### src/rtl/seq_detect_pkg.sv
// seq_detect_pkg
//   Shared types and default sizing for the programmable serial pattern
//   detector (seq_detect_prog) and its comparator (seq_match_cmp).
//   Contents:
//     state_t      FSM state encoding {IDLE, FILL, HUNT}
//     MAX_LEN_DEF  default maximum pattern length in bits
//     LEN_W_DEF    default width of a pattern length / fill count
//     CNT_W_DEF    default width of the optional match counter
//     len_mask()   low-order mask of 'len' ones, MAX_LEN_DEF bits wide
package seq_detect_pkg;

  localparam int MAX_LEN_DEF = 8;
  localparam int LEN_W_DEF   = 4;
  localparam int CNT_W_DEF   = 8;

  typedef enum logic [1:0] {
    IDLE = 2'd0,
    FILL = 2'd1,
    HUNT = 2'd2
  } state_t;

  // Lengths beyond MAX_LEN_DEF give an all-ones mask.
  function automatic logic [MAX_LEN_DEF-1:0] len_mask(input logic [LEN_W_DEF-1:0] len);
    logic [MAX_LEN_DEF-1:0] m;
    m = '0;
    for (int i = 0; i < MAX_LEN_DEF; i++) begin
      m[i] = (i < int'(len));
    end
    return m;
  endfunction

endpackage

### src/rtl/seq_match_cmp.sv
// seq_match_cmp
//   Purely combinational masked compare of the shift history against the
//   programmed pattern. Only the low 'len' bits take part; hist[0] is the
//   most recently received bit and lines up with pattern[0].
//   Ports:
//     hist     in  MAX_LEN  shift history (newest bit in [0])
//     pattern  in  MAX_LEN  programmed pattern (last bit in [0])
//     len      in  LEN_W    number of bits compared
//     hit      out 1        low 'len' bits of hist equal those of pattern
module seq_match_cmp
  import seq_detect_pkg::*;
#(
  parameter int MAX_LEN = MAX_LEN_DEF,
  parameter int LEN_W   = LEN_W_DEF
) (
  input  logic [MAX_LEN-1:0] hist,
  input  logic [MAX_LEN-1:0] pattern,
  input  logic [LEN_W-1:0]   len,
  output logic               hit
);

  logic [MAX_LEN-1:0] mask;

  always_comb begin
    mask = '0;
    for (int i = 0; i < MAX_LEN; i++) begin
      mask[i] = (i < int'(len));
    end
  end

  assign hit = (((hist ^ pattern) & mask) == '0);

endmodule

### src/rtl/seq_detect_prog.sv
// seq_detect_prog
//   Runtime-programmable serial pattern detector. Shifts qualified bits into
//   a history register and pulses seq_seen (registered, one cycle) whenever
//   the last 'len' accepted bits equal the programmed pattern. Supports
//   overlapping and non-overlapping detection.
//   Optional feature macro: SEQ_DETECT_MATCH_CNT_EN adds match_cnt, a
//   saturating count of matches cleared only by reset.
//   Ports:
//     clk          in   clock, rising edge
//     reset        in   synchronous, active-high
//     cfg_load     in   strobe: latch cfg_pattern/cfg_len/cfg_overlap, clear history
//     cfg_pattern  in   pattern; bit [len-1] is received first, bit [0] last
//     cfg_len      in   pattern length; 0 disables, >MAX_LEN saturates
//     cfg_overlap  in   1 = overlapping matches, 0 = non-overlapping
//     in_valid     in   in_bit qualifier
//     in_bit       in   serial data
//     seq_seen     out  one-cycle match pulse
//     busy         out  high while in FILL
//     match_cnt    out  saturating match count (SEQ_DETECT_MATCH_CNT_EN only)
//
//   state | meaning
//   IDLE  | len == 0; bits shift in but never match
//   FILL  | fewer than len bits collected since last clear; busy = 1
//   HUNT  | at least len bits collected; compare active
module seq_detect_prog
  import seq_detect_pkg::*;
#(
  parameter int MAX_LEN = MAX_LEN_DEF,
  parameter int LEN_W   = LEN_W_DEF,
  parameter int CNT_W   = CNT_W_DEF
) (
  input  logic               clk,
  input  logic               reset,
  input  logic               cfg_load,
  input  logic [MAX_LEN-1:0] cfg_pattern,
  input  logic [LEN_W-1:0]   cfg_len,
  input  logic               cfg_overlap,
  input  logic               in_valid,
  input  logic               in_bit,
  output logic               seq_seen,
  output logic               busy
`ifdef SEQ_DETECT_MATCH_CNT_EN
  ,
  output logic [CNT_W-1:0]   match_cnt
`endif
);

  localparam logic [LEN_W-1:0] LEN_MAX = LEN_W'(MAX_LEN);

  state_t             state_q, state_d;
  logic [MAX_LEN-1:0] pat_q;
  logic [LEN_W-1:0]   len_q;
  logic               ovl_q;
  logic [MAX_LEN-1:0] hist_q;
  logic [LEN_W-1:0]   fill_q;

  logic               accept;
  logic [MAX_LEN-1:0] hist_shift;
  logic [LEN_W-1:0]   fill_inc;
  logic [LEN_W-1:0]   len_load;
  logic               hit;
  logic               match;
  logic               restart;

  // Compare is done on the history as it will look after this bit shifts in,
  // so seq_seen lands exactly one cycle after the completing bit.
  seq_match_cmp #(
    .MAX_LEN (MAX_LEN),
    .LEN_W   (LEN_W)
  ) u_cmp (
    .hist    (hist_shift),
    .pattern (pat_q),
    .len     (len_q),
    .hit     (hit)
  );

  always_comb begin
    accept     = in_valid && !cfg_load;
    hist_shift = {hist_q[MAX_LEN-2:0], in_bit};
    fill_inc   = (fill_q == LEN_MAX) ? fill_q : fill_q + LEN_W'(1);
    len_load   = (cfg_len > LEN_MAX) ? LEN_MAX : cfg_len;
    // IDLE guard matters: with len == 0 the mask is empty and hit is always 1.
    match      = accept && (state_q != IDLE) && (fill_inc >= len_q) && hit;
    restart    = match && !ovl_q;
    busy       = (state_q == FILL);

    state_d = state_q;
    if (cfg_load) begin
      state_d = (len_load == '0) ? IDLE : FILL;
    end else if (accept) begin
      case (state_q)
        IDLE:    state_d = IDLE;
        FILL:    state_d = restart ? FILL : ((fill_inc >= len_q) ? HUNT : FILL);
        HUNT:    state_d = restart ? FILL : HUNT;
        default: state_d = IDLE;
      endcase
    end
  end

  always_ff @(posedge clk) begin
    if (reset) begin
      state_q  <= IDLE;
      pat_q    <= '0;
      len_q    <= '0;
      ovl_q    <= 1'b1;
      hist_q   <= '0;
      fill_q   <= '0;
      seq_seen <= 1'b0;
    end else begin
      state_q  <= state_d;
      seq_seen <= match;
      if (cfg_load) begin
        pat_q  <= cfg_pattern;
        len_q  <= len_load;
        ovl_q  <= cfg_overlap;
        hist_q <= '0;
        fill_q <= '0;
      end else if (accept) begin
        hist_q <= hist_shift;
        fill_q <= restart ? '0 : fill_inc;
      end
    end
  end

`ifdef SEQ_DETECT_MATCH_CNT_EN
  // Bumped on the same edge that raises seq_seen, so it reads the new
  // total while the pulse is visible.
  always_ff @(posedge clk) begin
    if (reset) begin
      match_cnt <= '0;
    end else if (match && (match_cnt != '1)) begin
      match_cnt <= match_cnt + CNT_W'(1);
    end
  end
`endif

endmodule

### config.mk
export PLATFORM = sky130hd
export DESIGN_NAME = seq_detect_prog
export DESIGN_NICKNAME = d
export VERILOG_FILES = /design/src/rtl/seq_detect_pkg.sv /design/src/rtl/seq_match_cmp.sv /design/src/rtl/seq_detect_prog.sv
export SDC_FILE = /design/constraint.sdc
export NUM_CORES = 1
export LEC_CHECK = 0
export CAP_MARGIN = 15
export CORE_MARGIN = 2
export CORE_UTILIZATION = 30
export CTS_BUF_LIST = sky130_fd_sc_hd__clkbuf_4 sky130_fd_sc_hd__clkbuf_8
export DETAILED_ROUTE_END_ITERATION = 10
export DONT_BUFFER_PORTS = 1
export HOLD_SLACK_MARGIN = 0.03
export SLEW_MARGIN = 10
export SYNTH_ARGS = -nofsm -noshare
export SYNTH_HDL_FRONTEND = slang
export SYNTH_SLANG_ARGS = --single-unit
export TNS_END_PERCENT = 20
### constraint.sdc
create_clock -name clk -period 3.19 [get_ports clk]
set_input_delay 0.957 -clock clk [delete_from_list [all_inputs] [get_ports clk]]
set_output_delay 0.957 -clock clk [all_outputs]
set_load 0.005 [all_outputs]
# After elaboration in Yosys (flattened, before gate mapping)
# Index checks and enable logic that the tools add are counted.
totals:
  register_bits: 27
  latchBits: 0
  ramBits: 0
  romBits: 0
  in_bits: 18
  out_inout_bits: 2
  wordCells: 45
  n_memories: 0
op_classes:
  addsub: 1
  n_mul: 0
  div_mod_pow: 0
  n_lt_le_gt_ge: 10
  eq_ne: 3
  n_shift: 0
  mux: 10
  bitwise_logic: 2
  n_reduce_logical: 12
ops:
  columns: ["op", "n"]
  rows:
  - ["less-than comparator 3 x 4 -> 1 bit (first input constant)", 4]
  - ["2-to-1 mux 4 bit", 3]
  - ["2-to-1 mux 2 bit", 5]
  - ["AND 8 bit", 1]
  - ["zero test 8 bit", 1]
  - ["less-than comparator 1 x 4 -> 1 bit (first input constant)", 2]
  - ["less-than comparator 2 x 4 -> 1 bit (first input constant)", 2]
  - ["bitwise XOR 8 bit", 1]
  - ["logical AND 1 bit", 5]
  - ["adder 4 x 1 -> 4 bit (second input constant)", 1]
  - ["equality test 4 bit (second input constant)", 1]
  - [">= comparator 4 bit", 1]
  - ["greater-than comparator 4 bit (second input constant)", 1]
  - ["zero test 4 bit", 1]
  - ["case mux 2 bit (2 select lines)", 1]
  - ["nonzero test 2 bit", 2]
  - ["equality test 2 x 1 -> 1 bit (second input constant)", 1]
  - ["equality test 2 bit (second input constant)", 1]
  - ["zero test 1 bit", 2]
  - ["OR reduction 2 bit", 1]
  - ["2-to-1 mux 1 bit", 1]

# Longest topological paths before layout
logic_depth:
  depth_word: 10
  ltp_mapped: 11
  depth_no_buf: 11

# Modules after synthesis
# From an unflattened synthesis, not the netlist that was laid out.
hier_totals:
  cells_unflattened: 161
  hier_area_um2: 1433.9
modules_own_cells:
  columns: ["module", "n_inst", "cells_each", "area_per_inst_um2", "seq_area_each_um2"]
  rows:
  - ["seq_detect_prog", 1, 137, 1268.7, 540.5]
  - ["seq_match_cmp", 1, 24, 165.2, 0.0]

# Worst setup path after synthesis
# OpenSTA, ideal clock, no wires.
synth_path:
  kind: "register -> register"
  from: "reg fill_q[0]"
  to: "reg state_q[0]"
  setup_ps: 115
  t_arrival_ps: 2118
  required_ps: 3075
  slack_ps: 958
  path_stages_with_launch: 12
  n_path_buf: 0
  synth_period_minus_slack_ps: 2232
  path_cell_list: "dfxtp_1 -> inv_1 -> ha_1 -> nand2_1 -> nor2_1 -> xnor2_1 -> ha_1 -> nand2b_1 -> a2111oi_4 -> a2111oi_2 -> and4_4 -> o21a_1"
synth_via:
  elab_chain_len: 10
  elab_cells_between_ends: 13
  cone_classes: "add/sub: 1; order compare: 1; eq/ne: 1; mux: 7; reduce/logical: 3"
synth_rtl:
  columns: ["item", "line_no", "text"]
  rows:
  - ["start: declaration", "seq_detect_prog.sv:55", "logic [LEN_W-1:0] fill_q;"]
  - ["start signal: assignment", "seq_detect_prog.sv:120", "fill_q <= restart ? '0 : fill_inc;"]
  - ["adder 4 x 1 -> 4 bit / equality test 4 bit (equally long branches)", "seq_detect_prog.sv:80", "fill_inc = (fill_q == LEN_MAX) ? fill_q : fill_q + LEN_W'(1);"]
  - ["2-to-1 mux 4 bit *", "seq_detect_prog.sv:80", null]
  - [">= comparator 4 bit *", "seq_detect_prog.sv:83, seq_detect_prog.sv:93", null]
  - ["logical AND 1 bit (2 in a row)", "seq_detect_prog.sv:83", "match = accept && (state_q != IDLE) && (fill_inc >= len_q) && hit;"]
  - ["logical AND 1 bit", "seq_detect_prog.sv:84", "restart = match && !ovl_q;"]
  - ["2-to-1 mux 2 bit (on tied branches)", "seq_detect_prog.sv:94, seq_detect_prog.sv:93", null]
  - ["case mux 2 bit (2 select lines) *", "seq_detect_prog.sv:91", "case (state_q)"]
  - ["2-to-1 mux 2 bit *", "seq_detect_prog.sv:90", "end else if (accept) begin"]
  - ["2-to-1 mux 2 bit *", "seq_detect_prog.sv:88", "if (cfg_load) begin"]
  - ["end signal: assignment", "seq_detect_prog.sv:110", "state_q <= state_d;"]
  - ["end: declaration", "seq_detect_prog.sv:50", "state_t state_q, state_d;"]
# Every way passes the cells marked *; elsewhere a longest branch is shown, timed or not. The select of a mux whose other input is x is not followed.
# A chain may end at the register's enable or synchronous reset.

# Worst setup path after layout
layout_path:
  from: "reg fill_q[0]"
  to: "reg fill_q[0]"
layout_via:
  elab_chain_len: 7
  elab_cells_between_ends: 8
  cone_classes: "add/sub: 1; order compare: 1; eq/ne: 1; mux: 2; reduce/logical: 3"
layout_rtl:
  columns: ["item", "line_no"]
  rows:
  - ["adder 4 x 1 -> 4 bit / equality test 4 bit (equally long branches)", "seq_detect_prog.sv:80"]
  - ["2-to-1 mux 4 bit *", "seq_detect_prog.sv:80"]
  - [">= comparator 4 bit", "seq_detect_prog.sv:83"]
  - ["logical AND 1 bit (2 in a row)", "seq_detect_prog.sv:83"]
  - ["logical AND 1 bit", "seq_detect_prog.sv:84"]
  - ["2-to-1 mux 4 bit *", "seq_detect_prog.sv:120"]
# Every way passes the cells marked *; elsewhere a longest branch is shown, timed or not.

==> results.json <==
{
  "max_cap_viol_count": 0,
  "syn_inst": 160,
  "cts_tree": "done",
  "outcome": "finished, final reports clean",
  "drc_errors": 0,
  "synth_top_area_share_pct": 38.1,
  "track_usage_pct": 11.4,
  "p_leak_nw": 0.576,
  "cts_max_path_buffers": 2,
  "final_cell_mix": "nor2_1, dfxtp_1, mux2i_1",
  "synth_area_per_cell_sq_um": 8.88,
  "synth_area_leaders": "dfxtp_1, mux2i_1, ha_1",
  "syn_area_sq_um": 1420,
  "wl_um": 2760,
  "firstDrtPassIters": 3,
  "synth_cell_type_count": 32,
  "synth_top_area_cell": "dfxtp_1",
  "drive_above_1_share_pct": 6.96,
  "ys.flop_type": "dfxtp_1",
  "cts_root_buf": "clkbuf_8",
  "num_antenna_cells": 0,
  "fp.dieH_um": 72.8,
  "hold_viol_final": 0,
  "syn2layout_area_growth_pct": 6.61,
  "multi_input_area_sq_um": 826,
  "async_reset_ff_share_pct": 0,
  "syn_nets": 187,
  "path_common_cell": "ha_1",
  "vias_per_cell": 4.82,
  "wire_per_inst_um": 13.0,
  "postCtsHoldBufs": 0,
  "regArea_sq_um": 541,
  "final_antenna_net_count": 0,
  "start_kind": "register",
  "fin_crit_sh_pct": 75.5,
  "post-place-cells": 208,
  "clkLatencyLatePin_ns": 0.28,
  "slew_headroom_pct": 73.6,
  "rows": 25,
  "dp_hpwl_um": 2130,
  "finalSetupViolCount": 0,
  "grt_pass1_vias": 998,
  "grt_max_degree": 23,
  "cts.sinks": 27,
  "slew_violations": 0,
  "port_buffers": 0,
  "total_power_mw": 0.632,
  "place_congestion": 0.735,
  "drt_iter0_markers": 25,
  "cts.repair.resized": 0,
  "grt_setup_unrepaired": "false",
  "final_cells": 212,
  "cp_max_fo": 6,
  "design.core.area_sq_um": 4630,
  "cts_made_buffers": 3,
  "num_io_pins": 20,
  "antenna_found_initial": 0,
  "powerDensity_nw_per_um2": 417,
  "min_period_ns": 2.41,
  "die-area_sq_um": 5300,
  "grt_pass1_wl_um": 4690,
  "vias": 1021,
  "fin_tns_setup_ns": 0,
  "die_w_um": 72.8,
  "ir_drop_mv": 0.278,
  "postCtsSetupBuffers": 0,
  "n_fill_cell": 497,
  "arrival_ns": 2.61,
  "skew_ns": 0.00229,
  "fmax_ghz": 0.415,
  "required_ns": 3.40,
  "critPathSlowestCell": "a2111oi_4",
  "htreeDepth": 1,
  "cts.clk_slew.worst_paths_ns": 0.10,
  "end_kind": "register",
  "hold_path.class": "register to register",
  "initial_core_util_pct": 30.7,
  "grt_overflow": 0,
  "slowest_delay_ns": 0.41,
  "path_cells": "inv_1 -> ha_1 -> nand2_1 -> nor2_1 -> xnor2_1 -> ha_1 -> nand2b_1 -> a2111oi_4 -> a2111oi_2 -> and4_4 -> o31ai_1",
  "ys_seq_elements": 27,
  "tightest_slew_ns": 0.391,
  "ys_seq_area_share_pct": 38.1,
  "nNetsFinal": 186,
  "path_class": "register to register",
  "ys.warnings.count": 0,
  "synth_edf_count": 0,
  "hold_slack_ns": 0.503
}
==> worst max-delay path: cells and delay by family, from the launching register on <==
family                   cells  cell delay [ns]
AO/OA/AOI/OAI                3             0.71
XOR/XNOR                     1             0.20
adder cells (fa/ha/maj)      2             0.46
buffers and inverters        1             0.08
flip-flops                   1             0.39
AND/OR/NAND/NOR              4             0.49
==> stage by stage <==
step	utilization, %	setup slack [ns]	cell area [sq um]
global route	32.7	0.557	1510
CTS	32.7	0.774	1510
detailed placement	31.6	0.804	1460
floorplan	-	0.958	1420
global placement	31.6	0.858	1460
finish	32.7	0.782	1510
==> worst paths after layout <==
kind / startpoint / end / slack (ns) / cells after the start
setup reg to reg: fill_q[0] / fill_q[0] / 0.78 / 11
hold / removal: fill_q[0] / fill_q[0] / 0.50 / 2
hold reg to reg: fill_q[0] / fill_q[0] / 0.50 / 2
setup / recovery: fill_q[0] / fill_q[0] / 0.78 / 11
==> cell families after synthesis <==
logic type	count (synthesis)	share of synthesized area [%]
DFF	27	38.1
muxes	17	12.0
xor gates and xnor gates	10	6.17
adders and majority gates	9	7.93
AOI/OAI and AO/OA	26	13.0
and+or+nand+nor	57	19.1
buffers and inverters	14	3.79
==> layout make-up <==
class | count | area share (%)
multi-input combinational | 119 | 54.5
sequential | 27 | 35.7
tap | 54 | 4.46
clock buffer | 3 | 2.73
inverter | 8 | 1.98
clock inverter | 1 | 0.579
==> per-layer routing <==
layer  GRT usage (%)  vias up  part of all wire, %
li1                -      541                    -
met1            14.2      464                   47
met2            19.6       12                   48
met3            3.04        4                  3.4
met4            2.47        0                 0.91
met5               0        -                    0
==> registers in the layout, indices dropped and copies added (netlist names) <==
register  flops
ovl_q         1
fill_q        4
pat_q         8
len_q         4
seq_seen      1
hist_q        7
state_q       2
==> cells in the mapped netlist (all sizes together) (2+ instances only) <==
cell / n
dfxtp: 27
nand3: 5
o21ai: 8
a21oi: 8
inv: 8
mux2i: 17
ha: 9
nand2b: 3
nand2: 12
a2111oi: 2
o21a: 2
and4: 2
clkbuf: 4
nor2b: 3
nor2: 27
xnor2: 9
buf: 2
o22ai: 2
==> where the power goes <==
part / total, mW / internal (mW) / switching (mW) / leakage (nW)
clock network: 0.212 / 0.0920 / 0.120 / 0.0261
registers: 0.358 / 0.348 / 0.00964 / 0.220
logic: 0.0622 / 0.0339 / 0.0283 / 0.330
No activity file was read; power rests on OpenSTA's default activity.
